**config.mk**
```make
export PLATFORM = sky130hd
export DESIGN_NAME = vector_line_gen
export DESIGN_NICKNAME = d
export VERILOG_FILES = /design/src/rtl/vector_pkg.sv /design/src/rtl/step_tick_gen.sv /design/src/rtl/vector_line_gen.sv
export SDC_FILE = /design/constraint.sdc
export NUM_CORES = 1
export LEC_CHECK = 0
export CORE_UTILIZATION = 44
export DETAILED_ROUTE_END_ITERATION = 8
export PLACE_DENSITY = 0.73
export SYNTH_ARGS = -nofsm -noshare
export SYNTH_HDL_FRONTEND = slang
export SYNTH_HIERARCHICAL = 1
export SYNTH_SLANG_ARGS = --single-unit
```
**constraint.sdc**
```tcl
create_clock -name clk -period 12.15 [get_ports clk]
set_input_delay 1.8225 -clock clk [delete_from_list [all_inputs] [get_ports clk]]
set_output_delay 1.8225 -clock clk [all_outputs]
set_load 0.03 [all_outputs]
```
**src/rtl/vector_pkg.sv**
```systemverilog
`default_nettype none
// +--------------------------------------------------------------------+
// | vector_pkg : shared types and widths for the XY vector generator   |
// | Rev 1.0                                                            |
// +--------------------------------------------------------------------+
package vector_pkg;

  localparam int VEC_CH_W = 8;

  // Bresenham error term needs a sign bit plus one bit of headroom
  function automatic int err_width(input int ch_w);
    return ch_w + 2;
  endfunction

  localparam int ERR_W = err_width(VEC_CH_W);

  typedef enum logic [1:0] {
    IDLE  = 2'd0,
    SETUP = 2'd1,
    DRAW  = 2'd2,
    DONE  = 2'd3
  } vec_state_t;

  typedef struct packed {
    logic                blank;
    logic [VEC_CH_W-1:0] x0;
    logic [VEC_CH_W-1:0] y0;
    logic [VEC_CH_W-1:0] x1;
    logic [VEC_CH_W-1:0] y1;
  } vec_seg_t;

endpackage
`default_nettype wire

```
**src/rtl/step_tick_gen.sv**
```systemverilog
`default_nettype none
// +--------------------------------------------------------------------+
// | step_tick_gen : one-cycle clock-enable pulse every DIV cycles      |
// | Rev 1.0                                                            |
// +--------------------------------------------------------------------+
module step_tick_gen #(
  parameter int DIV = 1000
) (
  input  logic clk,
  input  logic rst,
  input  logic enable,
  output logic tick
);

  localparam int             CW   = (DIV > 1) ? $clog2(DIV) : 1;
  localparam logic [CW-1:0]  LAST = CW'(DIV - 1);

  logic [CW-1:0] r_cnt;
  logic          w_wrap;

  assign w_wrap = (r_cnt == LAST);
  assign tick   = enable && w_wrap;

  always_ff @(posedge clk or negedge rst) begin
    if (!rst) begin
      r_cnt <= '0;
    end else if (enable) begin
      r_cnt <= w_wrap ? '0 : r_cnt + 1'b1;
    end
  end

endmodule
`default_nettype wire

```
**src/rtl/vector_line_gen.sv**
```systemverilog
`default_nettype none
// +--------------------------------------------------------------------+
// | vector_line_gen : Bresenham segment walker driving XY DAC channels |
// | Rev 1.0                                                            |
// +--------------------------------------------------------------------+
module vector_line_gen
  import vector_pkg::*;
#(
  parameter int CH_WIDTH = VEC_CH_W,
  parameter int STEP_DIV = 1000
) (
  input  logic                clk,
  input  logic                rst,
  input  logic                enable,
  input  logic                seg_valid,
  output logic                seg_ready,
  input  logic                seg_blank,
  input  logic [CH_WIDTH-1:0] seg_x0,
  input  logic [CH_WIDTH-1:0] seg_y0,
  input  logic [CH_WIDTH-1:0] seg_x1,
  input  logic [CH_WIDTH-1:0] seg_y1,
  output logic [CH_WIDTH-1:0] x_ch,
  output logic [CH_WIDTH-1:0] y_ch,
  output logic                beam_on,
  output logic                busy,
  output logic                seg_done
);

  localparam int EW = err_width(CH_WIDTH);

  vec_state_t r_state, w_state_nxt;
  vec_seg_t   r_seg;

  logic [CH_WIDTH-1:0] r_x, r_y, w_x_nxt, w_y_nxt;
  logic signed [EW-1:0] r_dx, r_dy, r_err, w_err_nxt;
  logic signed [EW-1:0] w_x0s, w_y0s, w_x1s, w_y1s, w_dxr, w_dyr, w_dx, w_dy;
  logic signed [EW:0]   w_e2, w_dx_ext, w_dy_ext;
  logic r_sx_neg, r_sy_neg, r_beam, w_beam_nxt, r_live;
  logic w_tick, w_accept, w_stepx, w_stepy, w_at_end;

  step_tick_gen #(.DIV(STEP_DIV)) u_tick (
    .clk    (clk),
    .rst    (rst),
    .enable (enable),
    .tick   (w_tick)
  );

  // r_live holds seg_ready low until the first edge after reset release
  assign seg_ready = r_live && (r_state == IDLE);
  assign busy      = (r_state == SETUP) || (r_state == DRAW);
  assign seg_done  = (r_state == DONE);
  assign beam_on   = r_beam;
  assign x_ch      = r_x;
  assign y_ch      = r_y;
  assign w_accept  = seg_valid && seg_ready;

  assign w_x0s = {2'b00, r_seg.x0};
  assign w_y0s = {2'b00, r_seg.y0};
  assign w_x1s = {2'b00, r_seg.x1};
  assign w_y1s = {2'b00, r_seg.y1};
  assign w_dxr = w_x1s - w_x0s;
  assign w_dyr = w_y1s - w_y0s;
  assign w_dx  = w_dxr[EW-1] ? -w_dxr : w_dxr;
  assign w_dy  = w_dyr[EW-1] ? w_dyr : -w_dyr;

  assign w_e2     = {r_err, 1'b0};
  assign w_dx_ext = {r_dx[EW-1], r_dx};
  assign w_dy_ext = {r_dy[EW-1], r_dy};
  assign w_stepx  = (w_e2 >= w_dy_ext);
  assign w_stepy  = (w_e2 <= w_dx_ext);
  assign w_at_end = (r_x == r_seg.x1) && (r_y == r_seg.y1);

  always_ff @(posedge clk or negedge rst) begin
    if (!rst) begin
      r_state <= IDLE;
      r_live  <= 1'b0;
    end else begin
      r_state <= w_state_nxt;
      r_live  <= 1'b1;
    end
  end

  always_comb begin
    w_state_nxt = r_state;
    w_x_nxt     = r_x;
    w_y_nxt     = r_y;
    w_err_nxt   = r_err;
    w_beam_nxt  = r_beam;
    unique case (r_state)
      IDLE: begin
        if (w_accept) w_state_nxt = SETUP;
      end
      SETUP: begin
        w_state_nxt = DRAW;
        w_err_nxt   = w_dx + w_dy;
        w_beam_nxt  = !r_seg.blank;
        // a blanked move jumps straight to its endpoint
        w_x_nxt     = r_seg.blank ? r_seg.x1 : r_seg.x0;
        w_y_nxt     = r_seg.blank ? r_seg.y1 : r_seg.y0;
      end
      DRAW: begin
        if (w_tick) begin
          if (w_at_end) begin
            w_state_nxt = DONE;
            w_beam_nxt  = 1'b0;
          end else begin
            w_err_nxt = r_err + (w_stepx ? r_dy : '0) + (w_stepy ? r_dx : '0);
            if (w_stepx) w_x_nxt = r_sx_neg ? r_x - 1'b1 : r_x + 1'b1;
            if (w_stepy) w_y_nxt = r_sy_neg ? r_y - 1'b1 : r_y + 1'b1;
          end
        end
      end
      DONE: begin
        w_state_nxt = IDLE;
      end
      default: w_state_nxt = IDLE;
    endcase
  end

  always_ff @(posedge clk or negedge rst) begin
    if (!rst) begin
      r_seg    <= '0;
      r_x      <= '0;
      r_y      <= '0;
      r_err    <= '0;
      r_dx     <= '0;
      r_dy     <= '0;
      r_sx_neg <= 1'b0;
      r_sy_neg <= 1'b0;
      r_beam   <= 1'b0;
    end else begin
      r_x    <= w_x_nxt;
      r_y    <= w_y_nxt;
      r_err  <= w_err_nxt;
      r_beam <= w_beam_nxt;
      if (w_accept) begin
        r_seg <= '{blank: seg_blank, x0: seg_x0, y0: seg_y0, x1: seg_x1, y1: seg_y1};
      end
      if (r_state == SETUP) begin
        r_dx     <= w_dx;
        r_dy     <= w_dy;
        r_sx_neg <= !(r_seg.x0 < r_seg.x1);
        r_sy_neg <= !(r_seg.y0 < r_seg.y1);
      end
    end
  end

endmodule
`default_nettype wire
```
After elaboration in Yosys (flattened, before gate mapping)
Cells that the tools add are included.
- add/subtract/negate cells: 12
- order comparisons: 4
- equal/unequal tests: 12
- muxes and demuxes: 27
- reductions and logical operators: 15
- operators with widths (operator ; count):
    $mux 8 ; 10
    $mux 10 ; 7
    $pmux 8 s2 ; 2
    $add 10x10->10 ; 3
    $neg 9->10 ; 2
    $pmux 10 s2 ; 1
    $sub 8x8->9 ; 2
    $add 8x1->8 const B ; 2
    $eq 8x8->1 ; 2
    $lt 8x8->1 ; 2
    $sub 8x1->8 const B ; 2
    $ge 11x10->1 ; 1
    $le 11x10->1 ; 1
    $add 10x1->10 const B ; 1
    $eq 10x10->1 const B ; 1
    $ne 2x2->1 const B ; 5
    $reduce_and 3->1 ; 3
    $pmux 2 s4 ; 1
    $reduce_and 4->1 ; 2
    $mux 2 ; 3
    $eq 2x2->1 const B ; 2
    $logic_and 1x1->1 ; 4
    $logic_not 1->1 ; 3
    $eq 2x1->1 const B ; 1
    other kinds (6) ; 7
- flip-flop bits (word level): 95
- input bits: 37
- logic and storage cells: 86

Longest topological paths before layout
- depth in word-level cells: 7
- mapped depth: 22
- mapped depth without buffers: 21

Modules after synthesis
The synthesis kept the hierarchy.
- modules (own cells, without submodules) (module ; instances ; cells an instance ; area each (um2) ; seq. area each (um2)):
    vector_line_gen ; 1 ; 729 ; 6825.3 ; 2127.0
    step_tick_gen ; 1 ; 51 ; 506.7 ; 250.2

Worst setup path before layout
OpenSTA, ideal clock, no wires.
- kind: register -> register
- from: register r_err[1]
- to: register r_err[9]
- setup time: 0.137 ns
- data arrival time: 3.889 ns
- required time: 12.013 ns
- path slack: 8.123 ns
- stages on the path, launching flop included: 21
- buffers on the path: 1
- cells stage by stage: dfrtp_1 -> ha_1 -> o21ai_1 -> a21oi_1 -> o31ai_1 -> a21oi_1 -> o21a_1 -> clkbuf_1 -> and2_1 -> fa_1 -> ha_1 -> inv_1 -> fa_1 -> nor2b_1 -> o21a_1 -> o31ai_1 -> a21oi_1 -> xnor3_1 -> xor2_1 -> nand2_1 -> o221ai_1
- longest elaborated chain between the ends: 7
- elaborated cells on any way between the ends: 9
- classes of those cells: add/sub (2); order compare (2); mux (5)
- RTL lines (element ; line ; RTL):
    start: declaration ; vector_line_gen.sv:35 ; logic signed [EW-1:0] r_dx, r_dy, r_err, w_err_nxt;
    start signal: assignment ; vector_line_gen.sv:134 ; r_err <= w_err_nxt;
    $ge 11x10->1 ; vector_line_gen.sv:69 ; assign w_stepx = (w_e2 >= w_dy_ext);
    $mux 10 ; vector_line_gen.sv:107 ; w_err_nxt = r_err + (w_stepx ? r_dy : '0) + (w_stepy ? r_dx : '0);
    $add 10x10->10 ; vector_line_gen.sv:107 ;
    $add 10x10->10 (*) ; vector_line_gen.sv:107 ;
    $mux 10 (*) ; vector_line_gen.sv:103 ; if (w_at_end) begin
    $mux 10 (*) ; vector_line_gen.sv:102 ; if (w_tick) begin
    $pmux 10 s2 (*) ; vector_line_gen.sv:89 ; unique case (r_state)
Mark *: on every way between the ends. The rest lies on a longest branch, timed or not. The select of a mux whose other input is x is not followed.
A chain may end at the register's enable or synchronous reset.

Final worst setup path
- from: register r_seg[0] (netlist name)
- to: register r_err[8]
- longest elaborated chain between the ends: 5
- elaborated cells on any way between the ends: 9
- classes of those cells: add/sub (3); eq/ne (2); mux (2); reduce/logical (2)
- RTL lines (element ; line ; RTL):
    start: declaration ; vector_line_gen.sv:32 ; vec_seg_t r_seg;
    start signal: assignment ; vector_line_gen.sv:137 ; r_seg <= '{blank: seg_blank, x0: seg_x0, y0: seg_y0, x1: seg_x1, y1: seg_y1};
    $sub 8x8->9 (*) ; vector_line_gen.sv:62 ; assign w_dyr = w_y1s - w_y0s;
    $neg 9->10 ; vector_line_gen.sv:64 ; assign w_dy = w_dyr[EW-1] ? w_dyr : -w_dyr;
    $mux 10 (*) ; vector_line_gen.sv:64 ;
    named net w_dy[1] ; vector_line_gen.sv:36 ; logic signed [EW-1:0] w_x0s, w_y0s, w_x1s, w_y1s, w_dxr, w_dyr, w_dx, w_dy;
    $add 10x10->10 (*) ; vector_line_gen.sv:95 ; w_err_nxt = w_dx + w_dy;
    $pmux 10 s2 (*) ; vector_line_gen.sv:89 ;
Mark *: on every way through the listed nets, which the timed path passes. The rest lies on a longest branch.

==> run summary <==
Routed wire per std cell: 16.1 um
Initial antenna violation count: 0
Post-cts resize count: 0
CP Class: flip-flop to flip-flop
Type of element launching the critical path: flip-flop
Vias in the first global route: 5858
Number of max-cap violations: 0
Net count after synthesis: 905
Fmax: 224 MHz
Worst Setup Slack, final: 7690 ps
Vias per cell: 5.46
Clock Sink Count: 95
Sequential cell fraction of total power: 50.7%
Total power draw: 0.000664 W
Final Max Slew Viols: 0
IO Count: 57
Final setup fails: 0
Leading post-synthesis cells by cell area: sky130_fd_sc_hd__dfrtp_1, sky130_fd_sc_hd__ha_1, sky130_fd_sc_hd__mux2_2, sky130_fd_sc_hd__xnor2_1, sky130_fd_sc_hd__fa_1
Final estimated routing congestion in global placement: 0.851
Worst hold path type: flip-flop to flip-flop
Standard cell area after detailed placement: 0.00813 sq mm
Fraction of the cycle the final worst path needs: 36.7%
Proportion of netlist area held by the largest area contributor: 32.4%
Post-route cell area: 0.00843 sq mm
Detailed-route wire length: 17000 um
Share of post-route cells with drive strength above 1: 10.1%
Total power density per cell area: 78.7 mW/mm^2
RSZ-0062 raised after global routing: false
Vertical extent of the die: 131 um
Synthesized instance count: 780
TritonCTS clock tree: built
# H-tree levels: 3
1st-pass router iterations: 5
#FFs+latches synth: 95
Worst supply voltage drop on vdd: 79.2 uV
Most used flip-flop cell after synthesis: sky130_fd_sc_hd__dfrtp_1
Tot GR Track Use: 21.8%
Routed metal-1 wire length: 8180 um
Via count: 5754
Critical Path AT: 4750 ps
Minimum setup slack after placement: 7700 ps
Max Fanout on Critical Path: 9
Filler cells: 1473
Remaining design rule violation count: 0
Number of antenna cells inserted: 0
Starting utilization of the core area: 45.7%
CTS clk-pin slew, worst paths: 70 ps
Number of distinct standard cells referenced by the synthesized netlist: 69
Required time of the worst setup path: 12440 ps
Remaining antenna violation count after routing: 0
Most frequent cell after synthesis: sky130_fd_sc_hd__dfrtp_1
Worst slew slack as a fraction of its limit: 30.4%
Total met2 wirelength after detailed routing: 7840 um
First-pass GRT wire length: 28600 um
Post-layout utilization of the core: 52.5%
Switching power of the nets: 0.000156 W
Hold buffers post-CTS: 0
Number of stages on the worst hold path: 1
Layout-stage area growth over the synthesis result: 15.0%
YS warnings: 6
Portion of the post-synthesis area used by sequential elements: 32.4%
Number of nets in the layout: 958
Die Footprint: 0.0172 sq mm
Sum of negative setup slack: 0 ps
Cell-internal power: 0.000508 W
Slew at the pin closest to its max-slew limit: 1040 ps
Pin count of the biggest net entering global routing: 71
Number of cells traversed by the worst register-to-register path: 17
Number of design-rule violations left by the first detailed-router iteration: 319
Leakage power: 4.03 nW
Clock root buffer: sky130_fd_sc_hd__clkbuf_16
Setup crit end kind: flip-flop
Number of input and output port buffers inserted: 56
Synthesized area: 0.00733 sq mm
Total half-perimeter wirelength after legalization and detailed placement: 12800 um
Total length of routed met3 wires: 491 um
Result of the run: finished, final reports clean
Number of enable-type register cells in the synthesized netlist: 0
Core footprint: 0.0161 sq mm
Sw Ratio: 23.4%
Logic pwr share: 5.0%
Clock Latency Late Sink: 360 ps
Shortest period the worst path allows: 4460 ps
Post-CTS setup buffer count: 0
Die W: 131 um
Final clock skew: 7.71 ps
Mean Syn Cell Area: 9.40 sq um
Number of buffers created by CTS: 9
Max Root-Sink Buffers: 2
Clock network fraction of total power: 44.2%
Async S/R FF share, synth: 100%
Grt total ovfl: 0
FP Rows: 46
Library cell with the largest summed area after synthesis: sky130_fd_sc_hd__dfrtp_1
Most instantiated cells after synthesis: sky130_fd_sc_hd__dfrtp_1, sky130_fd_sc_hd__ha_1, sky130_fd_sc_hd__inv_1, sky130_fd_sc_hd__nand2_1, sky130_fd_sc_hd__nor2_1
Number of failing hold endpoints at the final stage: 0
Highest metal layer with signal wires: met4
power groups by stage:
stage / Combinational [W] / Sequential, W / Clock [W]
3_3_place_gp: 0.0000331 / 0.000342 / 0
5_1_grt: 0.0000379 / 0.000338 / 0.000312
6_report: 0.0000333 / 0.000337 / 0.000294
2_1_floorplan: 0.0000131 / 0.000340 / 0
4_1_cts: 0.0000339 / 0.000337 / 0.000298
3_5_place_dp: 0.0000338 / 0.000343 / 0
per-layer routing:
layer / up-vias / global-route usage (%)
met5: - / 0
met4: 0 / 9.33
met3: 32 / 2.44
met2: 125 / 36.4
met1: 2771 / 28.8
li1: 2826 / -
logic make-up (layout without fill, tap and decap cells):
group,Yosys count,in the layout,share of synthesized area [%]
buffers and inverters,91,149,4.73
and+or+nand+nor,204,204,13.9
adders and majority gates,88,88,16.6
AOI/OAI and AO/OA,169,169,14.4
muxes,63,63,9.45
DFF,95,95,32.4
xor gates and xnor gates,69,69,8.43
other,1,1,0.0511
cells in the final DEF, fill, tap and decap left out, drive strengths merged, types with 2 or more instances in the layout:
master / count
buf: 8
o41a: 2
nand3: 11
o21ai: 61
nor2b: 11
o41ai: 2
ha: 73
or4: 3
mux2: 47
or3: 8
clkdlybuf4s50: 55
clkinvlp: 3
nand2: 60
mux2i: 16
a211oi: 3
dfrtp: 95
nor4: 7
o31ai: 6
o21a: 7
nand4: 9
xnor2: 35
a21o: 13
xor2: 33
o211ai: 10
inv: 70
nor2: 56
o221ai: 2
or2: 2
clkbuf: 11
a21oi: 47
o2bb2ai: 2
nor3: 11
a31oi: 2
o21bai: 3
fa: 15
nand2b: 8
and2: 9
and3: 2
final timing paths:
kind / startpoint / slack, ps / end
setup / recovery: r_seg[0] / 7690 / r_err[8]
hold / removal: r_dx[6] / 510 / r_dx[6]
setup reg to reg: r_seg[0] / 7690 / r_err[8]
hold reg to reg: r_dx[6] / 510 / r_dx[6]
max in group asynchronous: rst / 9550 / r_err[4]
min in group asynchronous: rst / 1380 / r_seg[30]
sequential cells by signal, summed over array words and instances, names as in the netlist:
signal / flops
x_ch: 8
r_sy_neg: 1
r_seg: 33
beam_on: 1
r_live: 1
u_tick/r_cnt: 10
r_sx_neg: 1
r_dy: 10
y_ch: 8
r_err: 10
r_dx: 10
r_state: 2
per-stage QoR:
stage	hold WS [ps]	std cells
after global placement	490	1038
after global routing	522	1054
after CTS	512	1054
after floorplan	479	780
after detailed placement	496	1038
final	510	1054
layout make-up:
cell class	count	area [sq um]	area share, %
clock inverter	5	57.6	0.683
sequential	95	2380	28.2
multi-input combinational	594	4610	54.7
timing repair buffer	63	611	7.24
inverter	70	263	3.12
tap	216	270	3.21
clock buffer	11	243	2.88
critical path, stage by stage (launching register included):
cell                       delay [ps]
sky130_fd_sc_hd__dfrtp_1          440
sky130_fd_sc_hd__inv_1             80
sky130_fd_sc_hd__ha_1             160
sky130_fd_sc_hd__inv_1             50
sky130_fd_sc_hd__fa_1             400
sky130_fd_sc_hd__a211oi_2         270
sky130_fd_sc_hd__nor3_1           110
sky130_fd_sc_hd__nor3_2           480
sky130_fd_sc_hd__mux2_2           470
sky130_fd_sc_hd__fa_1             450
sky130_fd_sc_hd__a21o_1           180
sky130_fd_sc_hd__a21oi_1          230
sky130_fd_sc_hd__nor2b_1           90
sky130_fd_sc_hd__o21a_1           180
sky130_fd_sc_hd__o41a_1           330
sky130_fd_sc_hd__xor2_1           210
sky130_fd_sc_hd__mux2i_1          100
sky130_fd_sc_hd__a21oi_1          150
Power figures use the tool's default switching activity.
